### src/rtl/mem_stage_lsu_if.sv
// Data-memory request/response bus between the LSU (master) and the data memory (slave).
interface mem_stage_lsu_if;
  logic        MEM_REQ;
  logic        MEM_WE;
  logic [31:0] MEM_ADDR;
  logic [31:0] MEM_WDATA;
  logic [3:0]  MEM_BE;
  logic [31:0] MEM_RDATA;
  logic        MEM_READY;

  modport master (
    output MEM_REQ,
    output MEM_WE,
    output MEM_ADDR,
    output MEM_WDATA,
    output MEM_BE,
    input  MEM_RDATA,
    input  MEM_READY
  );

  modport slave (
    input  MEM_REQ,
    input  MEM_WE,
    input  MEM_ADDR,
    input  MEM_WDATA,
    input  MEM_BE,
    output MEM_RDATA,
    output MEM_READY
  );
endinterface

### src/rtl/mem_stage_lsu.sv
// Memory-stage load/store unit: one data-memory request per load/store, byte-lane
// steering for stores, lane extraction and extension for loads, pipeline stall
// while the access is outstanding, and fault flagging for illegal, misaligned
// or timed-out accesses.
//
//   state  | meaning
//   IDLE   | decode EX/MEM op; issue request or pulse fault
//   ACCESS | request outstanding, waiting for MEM_READY or timeout
//   DONE   | one-cycle completion; LOAD_VALID / timeout fault presented
module mem_stage_lsu #(
  parameter int unsigned TIMEOUT = 255
) (
  input  logic                  CLK,
  input  logic                  RESET,
  input  logic                  MEM_ACCESS,
  input  logic                  MEM_READ,
  input  logic                  MEM_WRITE,
  input  logic [2:0]            FUNCT3,
  input  logic [31:0]           ALU_OUTPUT,
  input  logic [31:0]           DATA2,
  mem_stage_lsu_if.master       mem,
  output logic                  STALL,
  output logic [31:0]           LOAD_DATA,
  output logic                  LOAD_VALID,
  output logic                  ACCESS_FAULT
);

  typedef enum logic [1:0] {
    IDLE   = 2'd0,
    ACCESS = 2'd1,
    DONE   = 2'd2
  } state_t;

  localparam logic [16:0] TIMEOUT_LIM = 17'(TIMEOUT);

  state_t      state;
  state_t      state_nxt;

  logic        op;
  logic        bad_f3;
  logic        misaligned;
  logic        fault;
  logic        accept;
  logic        ready_hit;
  logic        timeout_hit;
  logic        fault_pulse;
  logic        to_fault_q;
  logic [15:0] to_cnt;
  logic [2:0]  f3_q;
  logic [1:0]  off_q;
  logic [3:0]  be_nxt;
  logic [31:0] wdata_nxt;
  logic [7:0]  byte_sel;
  logic [15:0] half_sel;
  logic [31:0] load_ext;

  assign op = MEM_ACCESS & (MEM_READ | MEM_WRITE);

  // Illegal-encoding and alignment checks on the EX/MEM instruction.
  always_comb begin
    bad_f3 = 1'b0;
    if (MEM_WRITE) begin
      bad_f3 = !(FUNCT3 inside {3'b000, 3'b001, 3'b010});
    end else begin
      bad_f3 = FUNCT3 inside {3'b011, 3'b110, 3'b111};
    end
    misaligned = ((FUNCT3[1:0] == 2'b01) && ALU_OUTPUT[0]) ||
                 ((FUNCT3[1:0] == 2'b10) && (ALU_OUTPUT[1:0] != 2'b00));
    fault = (MEM_READ & MEM_WRITE) | bad_f3 | misaligned;
  end

  // Byte enables and lane-replicated write data for the request about to issue.
  always_comb begin
    be_nxt    = 4'b1111;
    wdata_nxt = 32'd0;
    if (MEM_WRITE) begin
      case (FUNCT3[1:0])
        2'b00: begin
          be_nxt    = 4'b0001 << ALU_OUTPUT[1:0];
          wdata_nxt = {4{DATA2[7:0]}};
        end
        2'b01: begin
          be_nxt    = ALU_OUTPUT[1] ? 4'b1100 : 4'b0011;
          wdata_nxt = {2{DATA2[15:0]}};
        end
        default: begin
          be_nxt    = 4'b1111;
          wdata_nxt = DATA2;
        end
      endcase
    end
  end

  // Lane selection and sign/zero extension of the returned read word.
  always_comb begin
    case (off_q)
      2'd0:    byte_sel = mem.MEM_RDATA[7:0];
      2'd1:    byte_sel = mem.MEM_RDATA[15:8];
      2'd2:    byte_sel = mem.MEM_RDATA[23:16];
      default: byte_sel = mem.MEM_RDATA[31:24];
    endcase
    half_sel = off_q[1] ? mem.MEM_RDATA[31:16] : mem.MEM_RDATA[15:0];
    case (f3_q)
      3'b000:  load_ext = {{24{byte_sel[7]}}, byte_sel};
      3'b100:  load_ext = {24'd0, byte_sel};
      3'b001:  load_ext = {{16{half_sel[15]}}, half_sel};
      3'b101:  load_ext = {16'd0, half_sel};
      default: load_ext = mem.MEM_RDATA;
    endcase
  end

  // State register.
  always_ff @(posedge CLK) begin
    if (RESET) begin
      state <= IDLE;
    end else begin
      state <= state_nxt;
    end
  end

  // Next-state decode plus combinational stall and decode-time fault pulse.
  always_comb begin
    state_nxt   = state;
    STALL       = 1'b0;
    fault_pulse = 1'b0;
    accept      = 1'b0;
    ready_hit   = 1'b0;
    timeout_hit = 1'b0;
    case (state)
      IDLE: begin
        if (op && !fault) begin
          accept    = 1'b1;
          STALL     = 1'b1;
          state_nxt = ACCESS;
        end else if (op) begin
          fault_pulse = 1'b1;
        end
      end
      ACCESS: begin
        STALL = 1'b1;
        if (mem.MEM_READY) begin
          ready_hit = 1'b1;
          state_nxt = DONE;
        end else if (({1'b0, to_cnt} + 17'd1) >= TIMEOUT_LIM) begin
          timeout_hit = 1'b1;
          state_nxt   = DONE;
        end
      end
      DONE: begin
        // The EX/MEM register still holds the completed op here, so it is not decoded.
        state_nxt = IDLE;
      end
      default: begin
        state_nxt = IDLE;
      end
    endcase
    if (RESET) begin
      STALL       = 1'b0;
      fault_pulse = 1'b0;
      accept      = 1'b0;
      ready_hit   = 1'b0;
      timeout_hit = 1'b0;
    end
  end

  assign ACCESS_FAULT = fault_pulse | to_fault_q;

  // Request registers, timeout counter and load result.
  always_ff @(posedge CLK) begin
    if (RESET) begin
      mem.MEM_REQ   <= 1'b0;
      mem.MEM_WE    <= 1'b0;
      mem.MEM_ADDR  <= 32'd0;
      mem.MEM_WDATA <= 32'd0;
      mem.MEM_BE    <= 4'd0;
      LOAD_DATA     <= 32'd0;
      LOAD_VALID    <= 1'b0;
      to_fault_q    <= 1'b0;
      to_cnt        <= 16'd0;
      f3_q          <= 3'd0;
      off_q         <= 2'd0;
    end else begin
      LOAD_VALID <= 1'b0;
      to_fault_q <= 1'b0;
      if (accept) begin
        mem.MEM_REQ   <= 1'b1;
        mem.MEM_WE    <= MEM_WRITE;
        mem.MEM_ADDR  <= {ALU_OUTPUT[31:2], 2'b00};
        mem.MEM_WDATA <= wdata_nxt;
        mem.MEM_BE    <= be_nxt;
        f3_q          <= FUNCT3;
        off_q         <= ALU_OUTPUT[1:0];
        to_cnt        <= 16'd0;
      end
      if (ready_hit) begin
        mem.MEM_REQ <= 1'b0;
        if (!mem.MEM_WE) begin
          LOAD_DATA  <= load_ext;
          LOAD_VALID <= 1'b1;
        end
      end else if (timeout_hit) begin
        mem.MEM_REQ <= 1'b0;
        LOAD_DATA   <= 32'd0;
        LOAD_VALID  <= !mem.MEM_WE;
        to_fault_q  <= 1'b1;
      end else if (state == ACCESS) begin
        to_cnt <= to_cnt + 16'd1;
      end
    end
  end

endmodule
### src/flat_wrapper.sv
// flat-port wrapper written by rule: the top's interface ports become plain ports
module mem_stage_lsu_flat 
#(
  parameter int unsigned TIMEOUT = 255
)
  (CLK, RESET, MEM_ACCESS, MEM_READ, MEM_WRITE, FUNCT3, ALU_OUTPUT, DATA2, STALL, LOAD_DATA, LOAD_VALID, ACCESS_FAULT, mem_MEM_REQ, mem_MEM_WE, mem_MEM_ADDR, mem_MEM_WDATA, mem_MEM_BE, mem_MEM_RDATA, mem_MEM_READY);
  mem_stage_lsu_if mem_i ();
  input  logic CLK;
  input  logic RESET;
  input  logic MEM_ACCESS;
  input  logic MEM_READ;
  input  logic MEM_WRITE;
  input  logic [2:0] FUNCT3;
  input  logic [31:0] ALU_OUTPUT;
  input  logic [31:0] DATA2;
  output logic STALL;
  output logic [31:0] LOAD_DATA;
  output logic LOAD_VALID;
  output logic ACCESS_FAULT;
  output wire logic [$bits(mem_i.MEM_REQ)-1:0] mem_MEM_REQ;
  output wire logic [$bits(mem_i.MEM_WE)-1:0] mem_MEM_WE;
  output wire logic [$bits(mem_i.MEM_ADDR)-1:0] mem_MEM_ADDR;
  output wire logic [$bits(mem_i.MEM_WDATA)-1:0] mem_MEM_WDATA;
  output wire logic [$bits(mem_i.MEM_BE)-1:0] mem_MEM_BE;
  input wire logic [$bits(mem_i.MEM_RDATA)-1:0] mem_MEM_RDATA;
  input wire logic [$bits(mem_i.MEM_READY)-1:0] mem_MEM_READY;
  assign mem_MEM_REQ = mem_i.MEM_REQ;
  assign mem_MEM_WE = mem_i.MEM_WE;
  assign mem_MEM_ADDR = mem_i.MEM_ADDR;
  assign mem_MEM_WDATA = mem_i.MEM_WDATA;
  assign mem_MEM_BE = mem_i.MEM_BE;
  assign mem_i.MEM_RDATA = mem_MEM_RDATA;
  assign mem_i.MEM_READY = mem_MEM_READY;
  mem_stage_lsu #(.TIMEOUT(TIMEOUT)) u_core (.CLK(CLK), .RESET(RESET), .MEM_ACCESS(MEM_ACCESS), .MEM_READ(MEM_READ), .MEM_WRITE(MEM_WRITE), .FUNCT3(FUNCT3), .ALU_OUTPUT(ALU_OUTPUT), .DATA2(DATA2), .mem(mem_i), .STALL(STALL), .LOAD_DATA(LOAD_DATA), .LOAD_VALID(LOAD_VALID), .ACCESS_FAULT(ACCESS_FAULT));
endmodule
### config.mk
export PLATFORM = sky130hd
export DESIGN_NAME = mem_stage_lsu_flat
export DESIGN_NICKNAME = d
export VERILOG_FILES = /design/src/rtl/mem_stage_lsu_if.sv /design/src/rtl/mem_stage_lsu.sv /design/src/flat_wrapper.sv
export SDC_FILE = /design/constraint.sdc
export NUM_CORES = 1
export LEC_CHECK = 0
export CORE_MARGIN = 10
export CORE_UTILIZATION = 45
export DETAILED_ROUTE_END_ITERATION = 8
export GPL_ROUTABILITY_DRIVEN = 1
export GPL_TIMING_DRIVEN = 1
export PLACE_DENSITY = 0.86
export SKIP_CTS_REPAIR_TIMING = 1
export SLEW_MARGIN = 0
export SYNTH_ARGS = -nofsm -noshare
export SYNTH_HDL_FRONTEND = slang
export SYNTH_SLANG_ARGS = --single-unit
export TNS_END_PERCENT = 100
### constraint.sdc
create_clock -name CLK -period 3.6 [get_ports CLK]
set_input_delay 0.36 -clock CLK [delete_from_list [all_inputs] [get_ports CLK]]
set_output_delay 0.36 -clock CLK [all_outputs]
set_load 0.05 [all_outputs]
==> flow_metrics.py <==
metrics = {
    "floorplanning": {
        "core_area_um2": 12100,
        "die_y_um": 131,
        "fp-row-count": 40,
        "dieWidth_um": 131,
        "die-area_um2": 17300,
        "initial_core_util_pct": 46.2,
        "ios": 210,
    },
    "clocking": {
        "cts_max_level": 4,
        "cts_tree": "yes",
        "cts_buffers": 17,
        "clk_pin_slew_ns": 0.05,
        "clk_path_buf_depth": 2,
        "cts_sinks": 125,
        "cts_root_buf": "clkbuf_16",
        "clkLatencyLatePin_ns": 0.42,
    },
    "critical_path": {
        "critPathKind": "reg2reg",
        "crit_chain": "ha_1 -> nand3_1 -> nor3_1 -> a21boi_0 -> a311o_1 -> o21ai_0 -> o21a_1 -> a21bo_2",
        "required_ns": 3.96,
        "crit_path_max_fanout": 32,
        "crit_path_top_delay_cell": "o21a_1",
        "crit_path_start_kind": "flop",
        "crit_arrival_ns": 3.50,
        "critPathMaxStageDelay_ns": 0.92,
        "worstSetupEndpointType": "flop",
    },
    "yosys": {
        "synth_area_um2": 5590,
        "yosys.area_share.simple_pct": 19.4,
        "synthMuxAreaShare_pct": 7.05,
        "yosysSeqAreaShare_pct": 44.7,
        "synthTopCellsByCount": "dfxtp_1 (125), nand2_1 (118), o21ai_0 (69), a21oi_1 (46)",
        "syn-instance-count": 676,
        "synth-compound-area-share_pct": 22.7,
        "synth_top_family_by_area": "compound AO/OA/AOI/OAI gates",
        "synth_ff_type": "dfxtp_1",
        "synth_top_area_share_pct": 44.7,
        "ys_seq_elements": 125,
        "synth-edff-count": 0,
        "synthArstFlopShare_pct": 0,
        "yosysWarnings": 0,
        "synth_area_leaders": "dfxtp_1 (45%), nand2_1 (7.9%), o21ai_0 (6.2%)",
        "synth_area_leader_cell": "dfxtp_1",
        "ys_types": 51,
        "synthAdderAreaFrac_pct": 0.447,
        "yosysMostFrequentCell": "dfxtp_1",
        "avgSynthCellArea_um2": 8.28,
        "synthXorXnorAreaFrac_pct": 0.783,
    },
    "placed_design": {
        "dp_hpwl_um": 12900,
        "gp_congestion": 0.901,
        "io_buffer_count": 207,
    },
    "pwr": {
        "swShare_pct": 24.4,
        "power_frac_seq_pct": 39.5,
        "p_switching_w": 0.000884,
        "p_leak_nw": 3.11,
        "clockPowerShare_pct": 47.5,
        "vdd_drop_max_mv": 0.342,
        "power_density_nw_per_um2": 434,
        "combPwrFrac_pct": 13.0,
        "internal_power_w": 0.00274,
    },
    "route": {
        "drt-initial-drc-count": 516,
        "firstDrtPassIters": 5,
        "dr_wl_met3_um": 1890,
        "dr_wl_met2_um": 8370,
        "routed_via_density": 5.39,
        "wl_met1_um": 7130,
        "drt_wl_total_um": 17900,
        "ant_nets": 0,
        "vias": 5627,
        "highest_layer": "met4",
        "drc": 0,
        "wl_per_cell_um": 17.2,
    },
    "sta": {
        "worst_pin_slew_ns": 1.15,
        "drv_slew": 0,
        "hold_viol": 0,
        "fin_setup_tns_ns": 0,
        "max_freq_mhz": 318,
        "post-route-period-util_pct": 87.3,
        "rsz0062_at_grt": "false",
        "finalSetupViolCount": 0,
        "slew_headroom_pct": 23.1,
        "min_period_ns": 3.14,
        "fin_skew_ns": 0.00660,
    },
    "grt": {
        "grt_overflow": 0,
        "grt_pass1_wl_um": 28800,
        "antenna_found_initial": 1,
        "grt_max_degree": 69,
        "grtUsageTotal_pct": 20.2,
        "grt_pass1_vias": 5441,
    },
    "run": {
        "cap_viol_max_count": 0,
    },
    "cells_and_area": {
        "fin_util_pct": 69.0,
        "fill_cells": 970,
        "drive_gt1_share_pct": 10.3,
        "syn2layout_area_growth_pct": 49.5,
        "nets": 969,
    },
    "run_status": {
        "outcome": "complete, no violations",
    },
    "hold_path": {
        "hold_class": "in2reg",
    },
}
[path summary, 6_finish.rpt]
| path | slack, ns | cells after the start | start | endpoint |
|---|---|---|---|---|
| min | 0.37 | 4 | RESET | u_core.state[1] |
| max | 0.46 | 8 | u_core.to_cnt[0] | u_core.LOAD_DATA[26] |
| min reg2reg | 0.45 | 2 | u_core.mem.MEM_WDATA[18] | u_core.mem.MEM_WDATA[18] |
| max reg2reg | 0.46 | 8 | u_core.to_cnt[0] | u_core.LOAD_DATA[26] |
[layout by cell type, fill, tap and decap left out, types with 4 or more instances in the layout]
master           synthesis  final
o21ai_0                 69     69
o2bb2ai_1                8      8
nand3_1                 43     43
a221oi_1                 7      7
o21ai_1                  6      6
inv_1                   14     14
xnor2_1                  4      4
o221a_2                  8      8
mux2i_1                 18     18
mux2_2                  19     19
a21o_1                   9      9
nand2b_1                 5      5
a32oi_1                  4      4
clkinv_2                 0      5
a21oi_1                 46     46
dfxtp_1                125    125
nor3_1                  11     11
buf_4                    2     11
a21bo_2                 16     16
o31ai_1                  5      5
nand2_1                118    118
clkbuf_16                0     17
and3_1                  10     10
o22ai_1                  7      7
nor2_1                  35     35
clkdlybuf4s50_1          0    204
[final cells by class]
class | instances | area [um^2] | share of cell area, %
multi-input combinational | 485 | 2840 | 33.9
sequential | 125 | 2500 | 29.9
timing repair buffer | 217 | 2150 | 25.7
clock buffer | 21 | 460 | 5.51
tap | 168 | 210 | 2.51
clock inverter | 11 | 141 | 1.69
inverter | 16 | 60.1 | 0.718
antenna | 1 | 2.50 | 0.0299
[critical path: cells and delay by family (launching register included)]
family | cells | cell delay [ns]
AO/OA/AOI/OAI | 5 | 1.97
adder cells (fa/ha/maj) | 1 | 0.24
flip-flops | 1 | 0.44
AND/OR/NAND/NOR | 2 | 0.43
[sequential cells by signal, indices dropped and copies added, names as in the netlist, 2 cells and up]
| register | cells |
|---|---|
| u_core.LOAD_DATA | 32 |
| u_core.f3_q | 3 |
| u_core.mem.MEM_ADDR | 30 |
| u_core.mem.MEM_BE | 4 |
| u_core.mem.MEM_WDATA | 32 |
| u_core.off_q | 2 |
| u_core.state | 2 |
| u_core.to_cnt | 16 |
[kinds of logic after synthesis]
| family | after synthesis |
|---|---|
| simple gates | 242 |
| fa+ha+maj | 2 |
| compound gates | 197 |
| xor+xnor | 5 |
| other cells | 1 |
| mux | 37 |
| flops | 125 |
| buf+inv | 67 |
[metrics by stage]
stage          setup WS (ns)  area (um^2)  hold WS [ns]  power [W]  instances
3_5_place_dp           0.534         7760         0.438    0.00193       1011
3_3_place_gp           0.652         7760         0.433    0.00192       1011
5_1_grt                0.201         8360         0.395    0.00375       1044
6_report               0.458         8360         0.369    0.00363       1044
4_1_cts                0.518         8360         0.366    0.00366       1043
2_1_floorplan           1.07         5600         0.439    0.00171        677
[power groups by stage]
| stage | combinational, W | clock (W) | sequential (W) |
|---|---|---|---|
| detailed placement | 0.000467 | 0 | 0.00146 |
| floorplan | 0.000158 | 0 | 0.00155 |
| finish | 0.000470 | 0.00172 | 0.00143 |
| global placement | 0.000464 | 0 | 0.00146 |
| global route | 0.000504 | 0.00181 | 0.00143 |
| CTS | 0.000470 | 0.00176 | 0.00143 |
[per-layer routing]
layer	global-route usage (%)	up-vias
met3	8.38	36
met1	23.0	2587
met2	32.4	253
met5	0	-
met4	8.71	0
li1	-	2751
Power figures use the tool's default switching activity.
